`config.mk`:
```
export PLATFORM = sky130hd
export DESIGN_NAME = ibex_register_file_mp
export DESIGN_NICKNAME = d
export VERILOG_FILES = /design/src/rtl/ibex_register_file_mp.sv
export SDC_FILE = /design/constraint.sdc
export NUM_CORES = 2
export LEC_CHECK = 0
export CAP_MARGIN = 10
export CORE_ASPECT_RATIO = 0.6
export CORE_MARGIN = 2
export CORE_UTILIZATION = 60
export DETAILED_ROUTE_END_ITERATION = 7
export HOLD_SLACK_MARGIN = 0.03
export MAX_ROUTING_LAYER = met4
export PLACE_DENSITY = 0.78
export SLEW_MARGIN = 25
export SYNTH_ARGS = -nofsm -noshare
export SYNTH_HDL_FRONTEND = slang
export SYNTH_SLANG_ARGS = --single-unit
```
`constraint.sdc`:
```
create_clock -name clk_i -period 13.6 [get_ports clk_i]
set_input_delay 1.36 -clock clk_i [delete_from_list [all_inputs] [get_ports clk_i]]
set_output_delay 1.36 -clock clk_i [all_outputs]
set_load 0.01 [all_outputs]
```
`src/rtl/ibex_register_file_mp.sv`:
```
`default_nettype none
// +--------------------------------------------------------------------------------------+
// | ibex_register_file_mp: multi-read-port register file with two write ports, optional  |
// | write-through bypass and a per-register pending scoreboard.   Revision: 1.0          |
// +--------------------------------------------------------------------------------------+
module ibex_register_file_mp #(
  parameter bit          RV32E        = 1'b0,
  parameter int unsigned DataWidth    = 32,
  parameter int unsigned NumReadPorts = 2,
  parameter bit          WriteThrough = 1'b1
) (
  input  logic                           clk_i,
  input  logic                           rst_i,
  input  logic [5*NumReadPorts-1:0]      raddr_i,
  output logic [DataWidth*NumReadPorts-1:0] rdata_o,
  output logic [NumReadPorts-1:0]        rvalid_o,
  input  logic [4:0]                     waddr_a_i,
  input  logic [DataWidth-1:0]           wdata_a_i,
  input  logic                           we_a_i,
  input  logic [4:0]                     waddr_b_i,
  input  logic [DataWidth-1:0]           wdata_b_i,
  input  logic                           we_b_i,
  input  logic                           issue_i,
  input  logic [4:0]                     issue_addr_i,
  output logic [31:0]                    pending_o,
  output logic [5:0]                     pending_cnt_o
);

  // x0 and, in RV32E, x16..x31 are hardwired: never stored, never pending.
  function automatic logic addr_ok(input logic [4:0] addr);
    addr_ok = (addr != 5'd0) && !(RV32E && addr[4]);
  endfunction

  logic we_a_ok, we_b_ok, issue_ok;
  assign we_a_ok  = we_a_i  && addr_ok(waddr_a_i);
  assign we_b_ok  = we_b_i  && addr_ok(waddr_b_i);
  assign issue_ok = issue_i && addr_ok(issue_addr_i);

  logic [DataWidth-1:0] rf_q [32];
  logic [DataWidth-1:0] rf_d [32];
  logic [31:0]          pending_q, pending_d;
  logic [5:0]           cnt_q, cnt_d;

  always_comb begin
    rf_d      = rf_q;
    pending_d = pending_q;
    if (we_a_ok) begin
      rf_d[waddr_a_i]      = wdata_a_i;
      pending_d[waddr_a_i] = 1'b0;
    end
    // B is the younger result and issue is younger than either write.
    if (we_b_ok) begin
      rf_d[waddr_b_i]      = wdata_b_i;
      pending_d[waddr_b_i] = 1'b0;
    end
    if (issue_ok) begin
      pending_d[issue_addr_i] = 1'b1;
    end
    cnt_d = '0;
    for (int i = 0; i < 32; i++) begin
      cnt_d = cnt_d + 6'(pending_d[i]);
    end
  end

  always_ff @(posedge clk_i) begin
    if (rst_i) begin
      rf_q      <= '{default: '0};
      pending_q <= '0;
      cnt_q     <= '0;
    end else begin
      rf_q      <= rf_d;
      pending_q <= pending_d;
      cnt_q     <= cnt_d;
    end
  end

  assign pending_o     = pending_q;
  assign pending_cnt_o = cnt_q;

  for (genvar p = 0; p < NumReadPorts; p++) begin : g_read
    logic [4:0]           raddr;
    logic [DataWidth-1:0] rdata;
    logic                 rvalid;

    assign raddr = raddr_i[5*p +: 5];

    always_comb begin
      rdata  = rf_q[raddr];
      rvalid = !pending_q[raddr];
      if (!addr_ok(raddr)) begin
        rdata  = '0;
        rvalid = 1'b1;
      end else if (WriteThrough && we_b_ok && (waddr_b_i == raddr)) begin
        rdata  = wdata_b_i;
        rvalid = 1'b1;
      end else if (WriteThrough && we_a_ok && (waddr_a_i == raddr)) begin
        rdata  = wdata_a_i;
        rvalid = 1'b1;
      end
    end

    assign rdata_o[DataWidth*p +: DataWidth] = rdata;
    assign rvalid_o[p]                       = rvalid;
  end : g_read

endmodule
`default_nettype wire

```
==> flow_summary.json <==
{
  "syn_area_sq_um": 65400,
  "worst_ir_drop_vdd_mv": 0.0957,
  "drv_cap": 0,
  "sw_frac_of_total_pct": 28.5,
  "dp_hpwl_mm": 155,
  "numClockSinks": 1062,
  "post_cts_buffers": 0,
  "hold_path_class": "flip-flop to flip-flop",
  "fp.coreArea_sq_um": 108000,
  "reg2regPathDepth": 19,
  "final_common_cell": "nor2_1",
  "final-seq-area_sq_um": 21300,
  "num-nets-final": 6617,
  "tritoncts": "yes",
  "cp.required_ns": 14.20,
  "intPower_w": 0.00518,
  "cts_hold_buf": 0,
  "globalRouteOverflowTotal": 0,
  "track_usage_pct": 48.7,
  "worstHoldPathCells": 1,
  "drt_iter0_drc": 13124,
  "syn2layout_area_growth_pct": 7.59,
  "p_sw_w": 0.00207,
  "p_leak_nw": 24.7,
  "grt_pass1_wl_mm": 397,
  "yosysWarnings": 0,
  "power_frac_seq_pct": 44.4,
  "p_clk_share_pct": 42.1,
  "tns_ns": 0,
  "design_area_sq_um": 70300,
  "io_buffers": 197,
  "ys_seq_area_share_pct": 32.5,
  "path_class": "input port to flip-flop",
  "endpoint_kind": "flip-flop",
  "pin_count": 198,
  "fill_cells": 8294,
  "rsz0062_at_grt": "false",
  "relSlewSlack_pct": 10.9,
  "p_total_w": 0.00725,
  "finalSetupViolCount": 0,
  "gp_congestion": 1.05,
  "vias_per_cell": 7.95,
  "antenna_found_initial": 18,
  "drc": 0,
  "pwr-share-comb_pct": 13.5,
  "cts_root_buf": "clkbuf_16",
  "worstMarginPinSlew_ns": 1.34,
  "initial_utilization_pct": 60.7,
  "vias": 63729,
  "final_hold_viol_count": 0,
  "cts.path.max_buffers": 3,
  "async_flop_share_pct": 0,
  "numCtsBuffers": 102,
  "fmax_mhz": 114,
  "grt_start_max_net_pins": 206,
  "crit_fanout": 45,
  "min_period_over_period_pct": 64.4,
  "rows": 93,
  "status": "complete, no violations",
  "drt_wl_total_mm": 273,
  "ctsResizeCount": 0,
  "cp.arrival_ns": 9.36,
  "htree_levels": 3,
  "die_h_microns": 260,
  "layout_common_cells": "nor2_1, dfxtp_1, mux2i_1, nand2_1, mux4_2",
  "dpl_cell_area_sq_um": 66700,
  "drv_slew": 0,
  "clock_skew_ns": 0.0189,
  "synth_edf_count": 0,
  "synth_cells": 7028,
  "syn_avg_cell_area_sq_um": 9.30,
  "period_needed_ns": 8.76,
  "synth_nets": 7153,
  "clkTransAtPathRegs_ns": 0.07,
  "insertion_delay_ns": 0.75,
  "ys_types": 52,
  "layout-drive-gt1-share_pct": 15.4,
  "drt_pass1_iterations": 8,
  "wire_per_inst_microns": 34.1,
  "drtAntennaViolNets": 0,
  "ys_seq_elements": 1062,
  "dp_slack_ns": 4.04,
  "dieArea_sq_um": 112000,
  "grt_pass1_vias": 60154,
  "power_density_nw_per_um2": 103,
  "fin_ws_ns": 4.84,
  "synth_top_flop_cell": "dfxtp_1",
  "start_kind": "input port",
  "multi_input_area_sq_um": 40300,
  "die_x_microns": 430
}
==> kinds of logic after synthesis <==
group / count (synthesis) / share of synthesized area, %
compound gates: 1296 / 16.1
simple gates: 2354 / 15.1
flops: 1062 / 32.5
xor+xnor: 22 / 0.295
fa+ha+maj: 31 / 0.869
mux: 1205 / 28.7
buf+inv: 1058 / 6.49
==> final cells by class <==
| class | count | area share, % |
|---|---|---|
| sequential | 1062 | 30.2 |
| clock buffer | 155 | 4.27 |
| multi-input combinational | 4908 | 57.3 |
| tap | 1425 | 2.53 |
| inverter | 64 | 0.342 |
| clock inverter | 33 | 0.615 |
| antenna | 17 | 0.0605 |
| timing repair buffer | 354 | 4.65 |
==> worst paths after layout <==
| check | slack (ns) | to | startpoint |
|---|---|---|---|
| worst max-delay path | 4.84 | pending_cnt_o[4]$_SDFF_PP0_ | waddr_a_i[4] |
| worst min-delay path | 0.48 | rf_q[998]$_SDFF_PP0_ | rf_q[998]$_SDFF_PP0_ |
| worst max register to register | 8.22 | pending_cnt_o[4]$_SDFF_PP0_ | pending_o[13]$_SDFF_PP0_ |
| worst min register to register | 0.48 | rf_q[998]$_SDFF_PP0_ | rf_q[998]$_SDFF_PP0_ |
==> Yosys cell counts (all sizes together) (2+ instances only) <==
library cell | n | area [sq um]
nor3 | 43 | 230
mux2i | 616 | 6170
and3 | 9 | 56.3
buf | 257 | 1240
or3b | 5 | 43.8
clkbuf | 737 | 2770
or3 | 5 | 31.3
nand4 | 4 | 25.0
nor2b | 56 | 350
a31oi | 2 | 12.5
mux2 | 61 | 687
and2 | 6 | 37.5
ha | 7 | 87.6
nand3 | 492 | 2460
inv | 64 | 240
dfxtp | 1062 | 21300
a311oi | 480 | 4200
o221ai | 95 | 832
fa | 24 | 480
a221o | 61 | 611
and3b | 2 | 17.5
nor3b | 11 | 82.6
or2 | 2 | 12.5
a21o | 2 | 15.0
a32o | 12 | 120
xor2 | 13 | 114
a21oi | 35 | 175
nand2 | 578 | 2170
mux4 | 528 | 11900
a221oi | 34 | 298
a211oi | 513 | 3850
o31ai | 5 | 37.5
nand2b | 5 | 31.3
o21ai | 34 | 170
nor2 | 1130 | 4240
a32oi | 12 | 105
nand3b | 3 | 22.5
a2bb2oi | 5 | 43.8
xnor2 | 9 | 78.8
==> power groups by stage <==
stage	combinational, W	clock [W]	sequential [W]
after floorplan	0.000577	0	0.00327
after global placement	0.000901	0	0.00328
after detailed placement	0.000913	0	0.00328
after CTS	0.000916	0.00302	0.00322
after global routing	0.000988	0.00315	0.00322
final	0.000979	0.00305	0.00322
==> through the flow <==
stage	hold slack, ns	std cells	utilization, %
after CTS	0.480	7996	65.2
after global routing	0.494	8016	65.3
final	0.482	8018	65.4
after detailed placement	0.470	7808	62.0
after global placement	0.463	7805	61.9
after floorplan	0.451	7028	-
==> per-layer routing <==
| metal | track usage, % | vias to the layer above | share of wire (%) |
|---|---|---|---|
| li1 | - | 25335 | - |
| met1 | 63.5 | 30762 | 36 |
| met2 | 61.8 | 6320 | 39 |
| met3 | 24.0 | 1312 | 20 |
| met4 | 23.9 | 0 | 5.6 |
| met5 | - | - | 0 |
==> registers in the layout (all words and copies together), names as in the netlist <==
signal         cells
rf_q            1024
pending_o         32
pending_cnt_o      6
==> worst max-delay path, cell delays in order <==
cell	delay, ns
clkdlybuf4s50_1	0.81
nor2b_4	0.96
nor2b_4	0.30
buf_4	0.55
nand2_4	0.56
a32oi_1	0.49
fa_1	0.49
fa_1	0.50
fa_1	0.52
inv_1	0.06
fa_1	0.56
fa_1	0.46
fa_1	0.52
ha_1	0.20
inv_1	0.08
fa_1	0.45
inv_1	0.07
a21o_1	0.11
a21oi_1	0.07
xor2_1	0.13
nor2_1	0.05
Power figures use the tool's default switching activity.
